File: src/rtl/regfile_wb_arbiter_pkg.sv
// Shared register-file constants and types for the write-back arbiter slice.
package regfile_wb_arbiter_pkg;
  localparam int REG_ADDR_W = 5;
  localparam int NUM_REGS   = 32;
  localparam logic [REG_ADDR_W-1:0] ZERO_REG = 5'd0;

  typedef logic [REG_ADDR_W-1:0] reg_addr_t;
  typedef logic [NUM_REGS-1:0]   reg_vec_t;
endpackage

File: src/rtl/regfile_wb_arbiter_if.sv
// Requester, reservation and register-file write bundle around the write-back arbiter.
interface regfile_wb_arbiter_if
  import regfile_wb_arbiter_pkg::*;
#(
  parameter int NREQ   = 3,
  parameter int DATA_W = 32
);
  logic [NREQ-1:0]             req_valid;
  reg_addr_t [NREQ-1:0]        req_addr;
  logic [NREQ-1:0][DATA_W-1:0] req_data;
  logic [NREQ-1:0]             req_ready;
  logic                        rsv_valid;
  reg_addr_t                   rsv_addr;
  reg_vec_t                    busy;
  logic                        wb_en;
  reg_addr_t                   wb_addr;
  logic [DATA_W-1:0]           wb_data;

  modport master (
    output req_valid, req_addr, req_data, rsv_valid, rsv_addr,
    input  req_ready, busy, wb_en, wb_addr, wb_data
  );
  modport slave (
    input  req_valid, req_addr, req_data, rsv_valid, rsv_addr,
    output req_ready, busy, wb_en, wb_addr, wb_data
  );
endinterface

File: src/rtl/decode5.sv
// 5-to-32 one-hot decoder with enable; all-zero output when disabled.
module decode5
  import regfile_wb_arbiter_pkg::*;
(
  input  logic      en,
  input  reg_addr_t addr,
  output reg_vec_t  onehot
);
  always_comb begin
    onehot       = '0;
    onehot[addr] = en;
  end
endmodule

File: src/rtl/regfile_wb_arbiter.sv
// Round-robin write-back arbiter for the single register-file write port,
// plus the pending-write scoreboard used by issue for RAW stalls.
module regfile_wb_arbiter
  import regfile_wb_arbiter_pkg::*;
#(
  parameter int DATA_W = 32,
  parameter int NREQ   = 3
)(
  input logic                 clk,
  input logic                 reset,
  regfile_wb_arbiter_if.slave bus
);
  localparam int PTR_W = (NREQ > 1) ? $clog2(NREQ) : 1;
  typedef logic [PTR_W-1:0] ptr_t;

  ptr_t              ptr_q, ptr_d, gnt_idx, hi_idx;
  logic              gnt_any, hi_any;
  reg_addr_t         gnt_addr;
  logic [DATA_W-1:0] gnt_data;
  reg_vec_t          set_vec, clr_vec, busy_q, busy_d;
  logic              wb_en_q, wb_en_d;
  reg_addr_t         wb_addr_q, wb_addr_d;
  logic [DATA_W-1:0] wb_data_q, wb_data_d;

  // Masked priority encoder: lowest valid index >= ptr, else lowest valid overall.
  always_comb begin
    gnt_any = 1'b0;
    gnt_idx = '0;
    hi_any  = 1'b0;
    hi_idx  = '0;
    for (int i = NREQ-1; i >= 0; i--) begin
      if (bus.req_valid[i]) begin
        gnt_any = 1'b1;
        gnt_idx = ptr_t'(i);
        if (ptr_t'(i) >= ptr_q) begin
          hi_any = 1'b1;
          hi_idx = ptr_t'(i);
        end
      end
    end
    if (hi_any) gnt_idx = hi_idx;
  end

  always_comb begin
    bus.req_ready = '0;
    if (gnt_any) bus.req_ready[gnt_idx] = 1'b1;
  end

  assign gnt_addr = bus.req_addr[gnt_idx];
  assign gnt_data = bus.req_data[gnt_idx];

  decode5 u_set_dec (.en(bus.rsv_valid), .addr(bus.rsv_addr), .onehot(set_vec));
  decode5 u_clr_dec (.en(gnt_any),       .addr(gnt_addr),     .onehot(clr_vec));

  always_comb begin
    ptr_d = ptr_q;
    if (gnt_any) ptr_d = (gnt_idx == ptr_t'(NREQ-1)) ? '0 : gnt_idx + ptr_t'(1);
    // Set after clear: a fresh reservation outlives the older write retiring now.
    busy_d    = (busy_q & ~clr_vec) | set_vec;
    busy_d[0] = 1'b0;
    wb_en_d   = gnt_any && (gnt_addr != ZERO_REG);
    wb_addr_d = gnt_any ? gnt_addr : wb_addr_q;
    wb_data_d = gnt_any ? gnt_data : wb_data_q;
  end

  always_ff @(posedge clk) begin
    if (reset) begin
      ptr_q     <= '0;
      busy_q    <= '0;
      wb_en_q   <= 1'b0;
      wb_addr_q <= '0;
      wb_data_q <= '0;
    end else begin
      ptr_q     <= ptr_d;
      busy_q    <= busy_d;
      wb_en_q   <= wb_en_d;
      wb_addr_q <= wb_addr_d;
      wb_data_q <= wb_data_d;
    end
  end

  assign bus.busy    = busy_q;
  assign bus.wb_en   = wb_en_q;
  assign bus.wb_addr = wb_addr_q;
  assign bus.wb_data = wb_data_q;
endmodule

File: src/flat_wrapper.sv
// flat-port wrapper written by rule: the top's interface ports become plain ports
module regfile_wb_arbiter_flat import regfile_wb_arbiter_pkg::*;
#(
  parameter int DATA_W = 32,
  parameter int NREQ   = 3
)
  (clk, reset, bus_req_valid, bus_req_addr, bus_req_data, bus_rsv_valid, bus_rsv_addr, bus_req_ready, bus_busy, bus_wb_en, bus_wb_addr, bus_wb_data);
  regfile_wb_arbiter_if #(.NREQ(NREQ), .DATA_W(DATA_W)) bus_i ();
  input logic clk;
  input logic reset;
  input wire logic [$bits(bus_i.req_valid)-1:0] bus_req_valid;
  input wire logic [$bits(bus_i.req_addr)-1:0] bus_req_addr;
  input wire logic [$bits(bus_i.req_data)-1:0] bus_req_data;
  input wire logic [$bits(bus_i.rsv_valid)-1:0] bus_rsv_valid;
  input wire logic [$bits(bus_i.rsv_addr)-1:0] bus_rsv_addr;
  output wire logic [$bits(bus_i.req_ready)-1:0] bus_req_ready;
  output wire logic [$bits(bus_i.busy)-1:0] bus_busy;
  output wire logic [$bits(bus_i.wb_en)-1:0] bus_wb_en;
  output wire logic [$bits(bus_i.wb_addr)-1:0] bus_wb_addr;
  output wire logic [$bits(bus_i.wb_data)-1:0] bus_wb_data;
  assign bus_i.req_valid = bus_req_valid;
  assign bus_i.req_addr = bus_req_addr;
  assign bus_i.req_data = bus_req_data;
  assign bus_i.rsv_valid = bus_rsv_valid;
  assign bus_i.rsv_addr = bus_rsv_addr;
  assign bus_req_ready = bus_i.req_ready;
  assign bus_busy = bus_i.busy;
  assign bus_wb_en = bus_i.wb_en;
  assign bus_wb_addr = bus_i.wb_addr;
  assign bus_wb_data = bus_i.wb_data;
  regfile_wb_arbiter #(.DATA_W(DATA_W), .NREQ(NREQ)) u_core (.clk(clk), .reset(reset), .bus(bus_i));
endmodule
File: config.mk
export PLATFORM = sky130hd
export DESIGN_NAME = regfile_wb_arbiter_flat
export DESIGN_NICKNAME = d
export VERILOG_FILES = /design/src/rtl/regfile_wb_arbiter_pkg.sv /design/src/rtl/regfile_wb_arbiter_if.sv /design/src/rtl/decode5.sv /design/src/rtl/regfile_wb_arbiter.sv /design/src/flat_wrapper.sv
export SDC_FILE = /design/constraint.sdc
export NUM_CORES = 1
export LEC_CHECK = 0
export CORE_MARGIN = 5
export CORE_UTILIZATION = 38
export CTS_CLUSTER_DIAMETER = 30
export DETAILED_ROUTE_END_ITERATION = 12
export PLACE_DENSITY = 0.76
export SKIP_LAST_GASP = 1
export SLEW_MARGIN = 20
export SYNTH_ARGS = -nofsm -noshare
export SYNTH_HDL_FRONTEND = slang
export SYNTH_SLANG_ARGS = --single-unit
File: constraint.sdc
create_clock -name clk -period 2.55 [get_ports clk]
set_input_delay 0.6375 -clock clk [delete_from_list [all_inputs] [get_ports clk]]
set_output_delay 0.6375 -clock clk [all_outputs]
set_load 0.01 [all_outputs]
==> out/metrics.yaml <==
fin_worst_skew_ps: 7.41
syn_inst: 396
dr.pass1.iters: 7
clock_path_buffers: 2
period_share_pct: 89.2
synth_area_um2: 3410
cts_tree: "built"
rsz0062_at_grt: "no"
p_int_mw: 2.15
crit_path_start_kind: "flop"
fin_util_pct: 68.1
hold_path.class: "flop to flop"
pwr-share-clk_pct: 29.5
status: "finished, final reports clean"
setup_viol: 0
die_w_um: 105
initial_utilization_pct: 39.1
crit_type: "flop to flop"
drc: 0
synth_top_area_share_pct: 41.7
layout_min_cycle_time_ps: 2270
final_cell_area_um2: 5940
cts-root-buf: "clkbuf_8"
regToRegSetupSlack_ps: 280
cp_max_fo: 10
yosysTopAreaCell: "dfxtp_1"
via_count: 4048
ys_seq_area_share_pct: 41.7
hold_violations: 0
cts_buffers: 9
fmax_ghz: 0.440
antenna_found_initial: 0
wl_per_cell_um: 18.4
end_kind: "flop"
h-tree-depth: 3
cp_cell_sequence: "a21oi_1 > o21a_1 > buf_4 > buf_4 > a222oi_1 > buf_4 > nor4b_4 > buf_4 > a211oi_2"
nNetsFinal: 734
rows: 34
core_area_um2: 8720
dieArea_um2: 11000
tightest_slew_ps: 529
crit_required_ps: 2770
grt_pass1_wl_mm: 21.5
power_density_nw_per_um2: 509
pre_cts_ws_ps: -430
p_seq_share_pct: 40.2
finalWeightedCongestion: 0.848
cts.clk_slew.worst_paths_ps: 80
yosysWarnings: 0
switchingPower_uw: 878
first_iter_violations: 195
power_frac_comb_pct: 30.3
reg2reg_depth: 9
port_buffers: 193
critPathSlowestCell: "dfxtp_1"
fp.dieH_um: 105
grt-ovfl-total: 0
grt_usage_pct: 23.7
grt_pass1_vias: 4224
max_stage_delay_ps: 460
postRouteAntennaNets: 0
areaGrowthSynthToFinish_pct: 74.1
setup_slack_ps: 276
grt_max_degree: 46
wl_met2_mm: 6.77
worstPathArrival_ps: 2500
tns_ps: 0
dp_cells: 701
drt-total-wl_mm: 13.4
maxCapViolCount: 0
finalNonFillerCells: 725
ir_worst_vdd_uv: 259
dp_hpwl_mm: 10.5
avgViaCountPerCell: 5.58
holdBufCountCts: 0
drt-met1-wl_mm: 4.97
finalPower_mw: 3.02
cts.sinks: 71
finalMaxSlewViolations: 0
p_sw_share_pct: 29.0
final_layout_size_suffix_gt1_share_pct: 14.3
yosysUniqueCellTypes: 41
hold_ws_ps: 461
leakagePower_nw: 2.17
path_common_cell: "buf_4"
routed-wl-met3_mm: 1.34
io_pins: 195
avgSynthCellArea_um2: 8.62
holdPathStages: 2
antennaDiodeCount: 0
clk_latency_ps: 350
ys_ff_latch: 71
slew_headroom_pct: 64.7
top_layer_used: "met4"
synth_nets: 518
synth_area_leaders: "dfxtp_1 42%, nor2_1 11%, a211oi_1 10%"
dpl_cell_area_um2: 5640
[synthesized netlist by cell type, drive strengths merged]
cell type and instances:
nor3b 1, a22o 19, nand3b 6, nand2b 1, a211oi 47, dfxtp 71
o21a 1, conb 1, nor2b 1, and3 1, o211a 1, inv 3
clkbuf 27, o221ai 2, a222oi 15, nor2 103, nand3 2, nor4 8
a31o 1, buf 9, o221a 2, a21oi 4, and4 2, or3b 3
or3 2, a311oi 1, o211ai 2, a21boi 1, a31oi 1, a221oi 20
o31ai 1, nor3 27, nand2 5, a221o 1, nor4b 4
[path summary, 6_finish.rpt]
path | start | end
min reg2reg | u_core.bus.wb_addr[4] | u_core.bus.wb_addr[4]
max | u_core.ptr_q[1] | u_core.bus.busy[19]
min | u_core.bus.wb_addr[4] | u_core.bus.wb_addr[4]
max reg2reg | u_core.ptr_q[1] | u_core.bus.busy[19]
[worst max-delay path, delay by kind of cell, from the launching register on]
| kind | cells | cell delay [ps] |
|---|---|---|
| flops | 1 | 460 |
| buf+inv | 4 | 720 |
| simple gates | 1 | 210 |
| compound gates | 4 | 750 |
[power groups by stage]
| stage | logic, mW | clock network, mW | registers [mW] |
|---|---|---|---|
| after floorplan | 0.353 | 0 | 1.26 |
| after global placement | 0.872 | 0 | 1.24 |
| after detailed placement | 0.885 | 0 | 1.24 |
| after CTS | 0.900 | 0.919 | 1.21 |
| after global routing | 0.981 | 0.969 | 1.22 |
| final | 0.916 | 0.894 | 1.22 |
[registers in the layout, summed over array words and instances (netlist names)]
name,cells
u_core.bus.wb_data,32
u_core.bus.busy,31
u_core.ptr_q,2
u_core.bus.wb_addr,5
u_core.bus.wb_en,1
[cell families after synthesis]
| family | synth area share [%] |
|---|---|
| other | 0.110 |
| and+or+nand+nor | 23.6 |
| buffers and inverters | 5.13 |
| AOI/OAI and AO/OA | 29.5 |
| DFF | 41.7 |
[cell usage in the layout (no fill, tap or decap), types with 3 or more instances in the layout]
cell type	n
nand2_1	5
clkinv_4	3
buf_4	46
dfxtp_1	71
nor2_1	103
nor3_2	5
a211oi_1	45
dlymetal6s2s_1	3
nand3b_1	6
a221oi_1	19
clkdlybuf4s50_1	186
a21oi_1	4
nor3_1	22
or3b_2	3
a22o_1	19
clkbuf_8	9
nor4_1	8
a222oi_1	15
[per-layer routing]
metal	up-vias	GRT usage, %
met4	0	6.94
met2	198	41.8
met1	1869	26.2
met3	18	9.37
met5	-	0
li1	1963	-
[layout make-up]
type	count	area, µm²
Clock buffer	10	128
Clock inverter	6	71.3
Fill cell	729	2780
Inverter	3	11.3
Multi-Input combinational cell	286	1860
Sequential cell	71	1420
Tap cell	108	135
Timing Repair Buffer	241	2310
[timing repair]
action                     CTS  global route
setup endpoints to repair   12            35
gates resized for setup     10            10
setup buffers                5             3
pin swaps                    2             2
cloned                       0             0
Power figures use the tool's default switching activity.
